$ cat src/rtl/upload_arbiter_if.sv
// upload_arbiter_if: upload signals between protocol handlers, the arbiter and command_processor
//   src_upload_req/valid/data/source : per-channel session request, byte strobe, byte, source code
//   src_upload_ready                 : per-channel FIFO not full
//   merged_upload_req/valid/data/source/ready : single upload path toward command_processor
//   overflow_flag                    : per-channel sticky byte-dropped flag
//   master = handler/command_processor side, slave = arbiter side
interface upload_arbiter_if #(parameter int NUM_CH = 2);
  logic [NUM_CH-1:0] src_upload_req, src_upload_valid, src_upload_ready, overflow_flag;
  logic [8*NUM_CH-1:0] src_upload_data, src_upload_source;
  logic merged_upload_req, merged_upload_valid, merged_upload_ready;
  logic [7:0] merged_upload_data, merged_upload_source;
  modport master (
    output src_upload_req, src_upload_valid, src_upload_data, src_upload_source, merged_upload_ready,
    input  src_upload_ready, merged_upload_req, merged_upload_valid, merged_upload_data,
           merged_upload_source, overflow_flag
  );
  modport slave (
    input  src_upload_req, src_upload_valid, src_upload_data, src_upload_source, merged_upload_ready,
    output src_upload_ready, merged_upload_req, merged_upload_valid, merged_upload_data,
           merged_upload_source, overflow_flag
  );
endinterface

$ cat src/rtl/upload_arbiter.sv
// upload_arbiter: per-channel byte FIFOs drained round-robin, one channel per upload session
//   clk, rst_n : clock, asynchronous active-low reset
//   bus        : upload_arbiter_if.slave (handler inputs, command_processor output path, overflow flags)
module upload_arbiter #(
  parameter int NUM_CH       = 2,
  parameter int FIFO_AW      = 4,
  parameter int HOLD_TIMEOUT = 1024
) (
  input logic clk,
  input logic rst_n,
  upload_arbiter_if.slave bus
);
  localparam int DEPTH = 1 << FIFO_AW;
  localparam int GW = (NUM_CH > 1) ? $clog2(NUM_CH) : 1;
  localparam int TW = $clog2(HOLD_TIMEOUT) + 1;
  localparam logic [FIFO_AW:0] FULL = (FIFO_AW+1)'(DEPTH);
  localparam logic [1:0] ARB_IDLE    = 2'd0;
  localparam logic [1:0] ARB_GRANT   = 2'd1;
  localparam logic [1:0] ARB_DRAIN   = 2'd2;
  localparam logic [1:0] ARB_RELEASE = 2'd3;
  logic [NUM_CH-1:0] push, pop, nz, rdy, ovf;
  logic [16*NUM_CH-1:0] head;
  logic [1:0] state_q, state_d;
  logic [GW-1:0] grant_q, grant_d, last_q, last_d, pick, idx;
  logic found;
  logic [TW-1:0] tmo_q, tmo_d;
  logic req_q, req_d, valid_q;
  logic [15:0] out_q;
  for (genvar i = 0; i < NUM_CH; i++) begin : g_ch
    logic [15:0] mem_q [DEPTH];
    logic [FIFO_AW-1:0] wr_q, rd_q;
    logic [FIFO_AW:0] cnt_q;
    logic ovf_q;
    assign nz[i] = cnt_q != '0;
    // ready comes from the registered count, so a push while full is dropped even if a pop frees a slot
    assign rdy[i] = cnt_q != FULL;
    assign push[i] = bus.src_upload_valid[i] && rdy[i];
    assign pop[i] = state_q == ARB_DRAIN && grant_q == GW'(i) && nz[i] && bus.merged_upload_ready;
    assign head[16*i +: 16] = mem_q[rd_q];
    assign ovf[i] = ovf_q;
    always_ff @(posedge clk)
      if (push[i]) mem_q[wr_q] <= {bus.src_upload_source[8*i +: 8], bus.src_upload_data[8*i +: 8]};
    always_ff @(posedge clk or negedge rst_n)
      if (!rst_n) begin
        wr_q  <= '0;
        rd_q  <= '0;
        cnt_q <= '0;
        ovf_q <= 1'b0;
      end else begin
        if (push[i]) wr_q <= wr_q + 1'b1;
        if (pop[i]) rd_q <= rd_q + 1'b1;
        cnt_q <= cnt_q + {{FIFO_AW{1'b0}}, push[i]} - {{FIFO_AW{1'b0}}, pop[i]};
        if (bus.src_upload_valid[i] && !rdy[i]) ovf_q <= 1'b1;
      end
  end
  // descending scan so the nearest channel after last_q wins
  always_comb begin
    pick = last_q;
    found = 1'b0;
    idx = '0;
    for (int k = NUM_CH; k >= 1; k--) begin
      idx = GW'((int'(last_q) + k) % NUM_CH);
      if (nz[idx]) begin
        pick = idx;
        found = 1'b1;
      end
    end
  end
  always_comb begin
    state_d = state_q;
    grant_d = grant_q;
    last_d = last_q;
    tmo_d = tmo_q;
    req_d = req_q;
    case (state_q)
      ARB_IDLE: begin
        grant_d = found ? pick : grant_q;
        state_d = found ? ARB_GRANT : ARB_IDLE;
      end
      ARB_GRANT: begin
        req_d = 1'b1;
        tmo_d = '0;
        state_d = ARB_DRAIN;
      end
      ARB_DRAIN:
        if (|pop) tmo_d = '0;
        else if (!nz[grant_q]) begin
          if (!bus.src_upload_req[grant_q] || tmo_q == TW'(HOLD_TIMEOUT - 1)) state_d = ARB_RELEASE;
          else tmo_d = tmo_q + 1'b1;
        end
      default: begin
        req_d = 1'b0;
        last_d = grant_q;
        state_d = ARB_IDLE;
      end
    endcase
  end
  always_ff @(posedge clk or negedge rst_n)
    if (!rst_n) begin
      state_q <= ARB_IDLE;
      grant_q <= '0;
      last_q  <= GW'(NUM_CH - 1);
      tmo_q   <= '0;
      req_q   <= 1'b0;
      valid_q <= 1'b0;
      out_q   <= '0;
    end else begin
      state_q <= state_d;
      grant_q <= grant_d;
      last_q  <= last_d;
      tmo_q   <= tmo_d;
      req_q   <= req_d;
      valid_q <= |pop;
      if (|pop) out_q <= head[16*grant_q +: 16];
    end
  assign bus.src_upload_ready = rdy;
  assign bus.overflow_flag = ovf;
  assign bus.merged_upload_req = req_q;
  assign bus.merged_upload_valid = valid_q;
  assign bus.merged_upload_data = out_q[7:0];
  assign bus.merged_upload_source = out_q[15:8];
endmodule

$ cat src/flat_wrapper.sv
// flat-port wrapper written by rule: the top's interface ports become plain ports
module upload_arbiter_flat 
#(
  parameter int NUM_CH       = 2,
  parameter int FIFO_AW      = 4,
  parameter int HOLD_TIMEOUT = 1024
)
  (clk, rst_n, bus_src_upload_req, bus_src_upload_valid, bus_src_upload_data, bus_src_upload_source, bus_merged_upload_ready, bus_src_upload_ready, bus_merged_upload_req, bus_merged_upload_valid, bus_merged_upload_data, bus_merged_upload_source, bus_overflow_flag);
  upload_arbiter_if #(.NUM_CH(NUM_CH)) bus_i ();
  input logic clk;
  input logic rst_n;
  input wire logic [$bits(bus_i.src_upload_req)-1:0] bus_src_upload_req;
  input wire logic [$bits(bus_i.src_upload_valid)-1:0] bus_src_upload_valid;
  input wire logic [$bits(bus_i.src_upload_data)-1:0] bus_src_upload_data;
  input wire logic [$bits(bus_i.src_upload_source)-1:0] bus_src_upload_source;
  input wire logic [$bits(bus_i.merged_upload_ready)-1:0] bus_merged_upload_ready;
  output wire logic [$bits(bus_i.src_upload_ready)-1:0] bus_src_upload_ready;
  output wire logic [$bits(bus_i.merged_upload_req)-1:0] bus_merged_upload_req;
  output wire logic [$bits(bus_i.merged_upload_valid)-1:0] bus_merged_upload_valid;
  output wire logic [$bits(bus_i.merged_upload_data)-1:0] bus_merged_upload_data;
  output wire logic [$bits(bus_i.merged_upload_source)-1:0] bus_merged_upload_source;
  output wire logic [$bits(bus_i.overflow_flag)-1:0] bus_overflow_flag;
  assign bus_i.src_upload_req = bus_src_upload_req;
  assign bus_i.src_upload_valid = bus_src_upload_valid;
  assign bus_i.src_upload_data = bus_src_upload_data;
  assign bus_i.src_upload_source = bus_src_upload_source;
  assign bus_i.merged_upload_ready = bus_merged_upload_ready;
  assign bus_src_upload_ready = bus_i.src_upload_ready;
  assign bus_merged_upload_req = bus_i.merged_upload_req;
  assign bus_merged_upload_valid = bus_i.merged_upload_valid;
  assign bus_merged_upload_data = bus_i.merged_upload_data;
  assign bus_merged_upload_source = bus_i.merged_upload_source;
  assign bus_overflow_flag = bus_i.overflow_flag;
  upload_arbiter #(.NUM_CH(NUM_CH), .FIFO_AW(FIFO_AW), .HOLD_TIMEOUT(HOLD_TIMEOUT)) u_core (.clk(clk), .rst_n(rst_n), .bus(bus_i));
endmodule
$ cat config.mk
export PLATFORM = sky130hd
export DESIGN_NAME = upload_arbiter_flat
export DESIGN_NICKNAME = d
export VERILOG_FILES = /design/src/rtl/upload_arbiter_if.sv /design/src/rtl/upload_arbiter.sv /design/src/flat_wrapper.sv
export SDC_FILE = /design/constraint.sdc
export NUM_CORES = 1
export LEC_CHECK = 0
export CAP_MARGIN = 5
export CORE_UTILIZATION = 60
export DETAILED_ROUTE_END_ITERATION = 12
export GPL_TIMING_DRIVEN = 0
export PLACE_DENSITY = 0.78
export SETUP_SLACK_MARGIN = 0.02
export SLEW_MARGIN = 25
export SYNTH_ARGS = -nofsm -noshare
export SYNTH_HDL_FRONTEND = slang
export SYNTH_SLANG_ARGS = --single-unit
$ cat constraint.sdc
create_clock -name clk -period 5.75 [get_ports clk]
set_input_delay 1.4375 -clock clk [delete_from_list [all_inputs] [get_ports clk]]
set_output_delay 1.4375 -clock clk [all_outputs]
set_load 0.1 [all_outputs]
==> Word level (Yosys, flattened, before mapping) <==
Memory sizes are Yosys's and may differ from the RTL's.
Index checks and enable logic that the tools add are counted.
{ "word_totals": {"ramBits": 512, "wordCells": 93, "input_bits": 39, "ff_bits": 61, "out_inout_bits": 22, "memories": 2} }
{ "memory_table": {"columns": ["memory", "words", "width", "rd", "rd_ports_with_merged_regs", "wr", "line", "source"], "rows": [
  ["u_core.g_ch[0].mem_q", 16, 16, 1, 0, 1, "upload_arbiter.sv:30", "logic [15:0] mem_q [DEPTH];"],
  ["u_core.g_ch[1].mem_q", 16, 16, 1, 0, 1, "upload_arbiter.sv:30", null]
]} }
{ "op_classes": {"shifts": 1, "n_reduce_logical": 24, "n_mux": 26, "n_eq_ne": 10, "magnitude_cmp": 3, "n_bitwise": 1, "addsub": 11} }
{ "ops": {"columns": ["cell", "n"], "rows": [
  ["$mux W11", 3],
  ["$shiftx A32 B6 Y16", 1],
  ["$pmux W11 S2", 1],
  ["$mux W1", 17],
  ["$add A4 B1 Y4 const B", 4],
  ["$add A11 B1 Y11 const B", 1],
  ["$eq A11 B10 Y1 const B", 1],
  ["$add A5 B1 Y5", 2],
  ["$logic_and A1 B1 Y1", 10],
  ["$ne A5 B5 Y1 const B", 2],
  ["$reduce_bool A5 Y1", 2],
  ["$sub A5 B1 Y5", 2],
  ["$lt A1 B2 Y1 const B", 3],
  ["$mux W2", 3],
  ["$ne A2 B2 Y1 const B", 3],
  ["$ne A3 B3 Y1 const B", 2],
  ["$pmux W2 S3", 1],
  ["$reduce_and A3 Y1", 2],
  ["$reduce_or A2 Y1", 2],
  ["$logic_not A1 Y1", 3],
  ["$reduce_or A3 Y1", 1],
  ["$add A1 B1 Y1 const B", 2],
  ["$eq A2 B1 Y1 const B", 1],
  ["$eq A2 B2 Y1 const B", 1],
  ["other kinds (6)", 6]
]} }

==> Logic depth before layout (Yosys ltp) <==
{ "logic_depth": {"ltp_word": 8, "mapped_depth": 16, "depth_no_buf": 15} }

==> Least setup slack after synthesis <==
Ideal clock, no wire load.
{ "synth_path": {"kind": "reg2reg", "start": "register u_core.g_ch[0].cnt_q[2]", "end": "memory u_core.g_ch[0].mem_q[0][0] (enable)", "n_path_buf": 1, "path_stages_with_launch": 8, "setup_time_ns": 0.430, "period_less_slack_ns": 3.970, "path_slack_ns": 1.780, "arrival_ns": 3.540, "required_ns": 5.320, "path_cell_list": "dfrtp_1 -> inv_1 -> ha_1 -> nand3_1 -> and2_1 -> clkbuf_1 -> inv_1 -> nor4_1"} }
{ "synth_between": {"elab_chain_cells": 4} }
{ "synth_lines": {"columns": ["element", "line", "source"], "rows": [
  ["start: declaration", "upload_arbiter.sv:32", "logic [FIFO_AW:0] cnt_q;"],
  ["start signal: assignment", "upload_arbiter.sv:52", "cnt_q <= cnt_q + {{FIFO_AW{1'b0}}, push[i]} - {{FIFO_AW{1'b0}}, pop[i]};"],
  ["$ne A5 B5 Y1", "upload_arbiter.sv:36", "assign rdy[i] = cnt_q != FULL;"],
  ["net bus_src_upload_ready[0]", "flat_wrapper.sv:17", "output wire logic [$bits(bus_i.src_upload_ready)-1:0] bus_src_upload_ready;"],
  ["$logic_and A1 B1 Y1", "upload_arbiter.sv:37", "assign push[i] = bus.src_upload_valid[i] && rdy[i];"],
  ["$mux W1", "upload_arbiter.sv:42", "if (push[i]) mem_q[wr_q] <= {bus.src_upload_source[8*i +: 8], bus.src_upload_data[8*i +: 8]};"],
  ["$mux W1 (implied by the code)", "upload_arbiter.sv:42", null],
  ["end: declaration", "upload_arbiter.sv:30", null]
]} }
The timed path passes the listed nets, and every way through them passes these cells.

==> Worst setup path in the final report <==
{ "layout_path": {"start": "register u_core.g_ch[1].cnt_q[2]", "end": "output port bus_src_upload_ready[1]"} }
{ "layout_between": {"elab_chain_cells": 1} }
{ "layout_lines": {"columns": ["element", "line"], "rows": [
  ["start: declaration", "upload_arbiter.sv:32"],
  ["start signal: assignment", "upload_arbiter.sv:52"],
  ["$ne A5 B5 Y1", "upload_arbiter.sv:36"],
  ["end: declaration", "flat_wrapper.sv:17"]
]} }
Every way passes these cells.

==> impl_results.md <==
* Status: completed
* Pin count of the biggest net entering global routing at 52
* Critical Path Fanout Max at 3
* Num rows at 70
* Global-route wire length before repair at 73,700 um
* Hold Crit Class: flip-flop to flip-flop
* Vias in the first global route at 11,900
* Minimum clock period at between 3 and 4 ns
* Ys flop type: edfxtp_1
* CP required at roughly 4.3 ns
* DP Worst Slack at 1.38 ns
* Hpwl dp at 31,100 um
* F_max at 0.253 GHz
* Core area at 36,900 um2
* DP Cell Count at 1,735
* Inserted Clock Buffers at 55
* Synthesis-to-layout area growth at 16.0%
* Slew Limit Headroom at 0.318
* Commonest non-fill, non-tap cell in the layout: edfxtp_1
* Grt ovf at 0
* Final nets at 1,356
* Post_cts resized at 0
* Distinct cells, synth at 44
* Setup TNS at 0 ns
* Die width at 196 um
* Cell Pwr Density at roughly 510 nW/um2
* Worst-Skew Late Latency at approximately 0.59 ns
* First-pass DRT Iterations at 5
* Yosys reg bits at 573
* CTS Hold Buffers Added at 0
* Post-Syn Instances at 1,126
* Worst-path clk slew at 0.06 ns
* Area leader, netlist: edfxtp_1
* Initial antenna violation count at 1
* CTS tree: done
* DIE HEIGHT at between 150 and 200 um
* CP Capture Type: primary output
* DR vias at ~12,000
* Clock skew at approximately 0.011 ns
* CP bufs+invs at 2
* Max Cap Violations at 0
* Clk sinks at around 570
* Critical Path Source Type: flip-flop
* Final Util at 0.712
* Die area at slightly below 40,000 um2
* DRC Markers at 0
* Starting density of the core at 0.614
* Peak supply drop at 480 uV
* Synth area leaders: edfxtp_1, mux4_2, dfrtp_1
* Crit path largest cell delay at 1.14 ns
* Port Buffers at 60
* LEAKAGE at slightly below 9 nW
* CP Class: flip-flop to primary output
* Share of the synthesized area in the top cell type at 0.680
* DRT iter0 DRCs at 1,409
* Layout cells sized above 1 at 0.238
* Part of the cycle the worst path needs at 0.686
* Syn nets at about 1,200
* Final std cells w/o fill at 1,838
* Gpl congestion at around 0.8
* Final max-slew violation count at 0
* Fill count at 2,137
* Top cell family by delay on the critical path: buffers and inverters
* Final hold viol count at 0
* Final hold slack at 0.476 ns
* Vias per cell at 6.38
* FFs w/ async S/R, synth at 0.106
* Mean Syn Cell Area at around 20 um2
* I/O pins at 61
* Slowest CP cell: clkdlybuf4s50_1
* Seq/Total Area, Yosys at 0.747
* Total GRT Usage at 0.266
* Routed wire length at 49,100 um
* Ys Warns at 0
* Arrival time worst endpoint at 2.51 ns
* Most frequent cells in the layout: edfxtp_1, mux4_2, dfrtp_1
* Antenna Nets Post-Route at 0
* RSZ-0062 raised after global routing: no
* Worst-Margin Slew at roughly 1.0 ns
* Worst-path cell chain: inv_1 -> ha_1 -> nand3_1 -> clkdlybuf4s50_1
* Final Setup Violations at 0
* H-tree depth at 2
* Post-synth EDFFs at 512
* Clock Tree Root: clkbuf_16
* WL per Instance at about 27 um
* Mapped cell area at 22,600 um2
* Postcts setup bufs at 0
* Post-route setup slack at 1.80 ns
* CTS Buffer Depth at 3
path summary, 6_finish.rpt:
kind / startpoint / endpoint / slack, ns / cells past startpoint
max in group asynchronous: rst_n / u_core.last_q$_DFFE_PN1N_ / 4.51 / 2
setup reg to reg: u_core.g_ch[1].cnt_q[2]$_DFF_PN0_ / u_core.g_ch[0].cnt_q[4]$_DFF_PN0_ / 2.48 / 15
min in group asynchronous: rst_n / u_core.g_ch[0].ovf_q$_DFFE_PN0P_ / 0.69 / 1
hold / removal: u_core.g_ch[0].ovf_q$_DFFE_PN0P_ / u_core.g_ch[0].ovf_q$_DFFE_PN0P_ / 0.48 / 1
hold reg to reg: u_core.g_ch[0].ovf_q$_DFFE_PN0P_ / u_core.g_ch[0].ovf_q$_DFFE_PN0P_ / 0.48 / 1
setup / recovery: u_core.g_ch[1].cnt_q[2]$_DFF_PN0_ / bus_src_upload_ready[1] / 1.80 / 4
registers in the layout, summed over array words and instances, names as in the netlist:
| register | flops |
|---|---|
| u_core.g_ch.mem_q | 512 |
| u_core.bus.merged_upload_req | 1 |
| u_core.g_ch.rd_q | 8 |
| u_core.g_ch.ovf_q | 2 |
| u_core.tmo_q | 11 |
| u_core.state_q | 2 |
| u_core.last_q | 1 |
| u_core.grant_q | 1 |
| u_core.bus.merged_upload_valid | 1 |
| u_core.g_ch.wr_q | 8 |
| u_core.out_q | 16 |
| u_core.g_ch.cnt_q | 10 |
synthesized netlist by cell type, types with 9 or more instances:
| library cell | count |
|---|---|
| and2_1 | 10 |
| a21oi_1 | 49 |
| nand2_1 | 21 |
| dfrtp_1 | 60 |
| ha_1 | 27 |
| mux2i_1 | 48 |
| edfxtp_1 | 512 |
| inv_1 | 27 |
| nor3_1 | 16 |
| nand3_1 | 9 |
| xnor2_1 | 16 |
| mux4_2 | 129 |
| nor2_1 | 41 |
| and3_1 | 10 |
| buf_2 | 15 |
| a22oi_1 | 30 |
| clkbuf_1 | 33 |
through the flow:
step                area, um2  power (W)
detailed placement      24400    0.00983
global route            26200     0.0140
floorplan               22600    0.00847
finish                  26300     0.0135
CTS                     26200     0.0136
global placement        23900    0.00957
final cells by class:
type / count / area, um2 / area share
Buffer: 57 / 248 / 0.00944
Multi-Input combinational cell: 469 / 5480 / 0.209
Antenna cell: 1 / 2.50 / 0.0000953
Sequential cell: 573 / 16900 / 0.644
Clock buffer: 63 / 1450 / 0.0552
Tap cell: 504 / 631 / 0.0240
Timing Repair Buffer: 105 / 1040 / 0.0398
Inverter: 27 / 101 / 0.00386
Clock inverter: 39 / 390 / 0.0149
routing by layer:
layer | global-route usage | vias up | wire, um
li1 | - | 4892 | -
met1 | 0.390 | 6041 | 20000
met2 | 0.409 | 687 | 23100
met3 | 0.0502 | 104 | 4560
met4 | 0.0903 | 0 | 1430
met5 | 0 | - | 0
power by group:
part	switching, W	total [W]	internal (W)
sequential	0.000246	0.00535	0.00510
combinational	0.00273	0.00449	0.00176
clock	0.00151	0.00367	0.00216
total	0.00449	0.0135	0.00901
kinds of logic after synthesis:
logic type / synth area share
AO/OA/AOI/OAI: 0.0294
XOR/XNOR: 0.00774
adder cells (fa/ha/maj): 0.0167
buffers and inverters: 0.0154
flip-flops: 0.747
multiplexers: 0.155
AND/OR/NAND/NOR: 0.0291
Note: power is estimated with default switching activity, not from simulation.
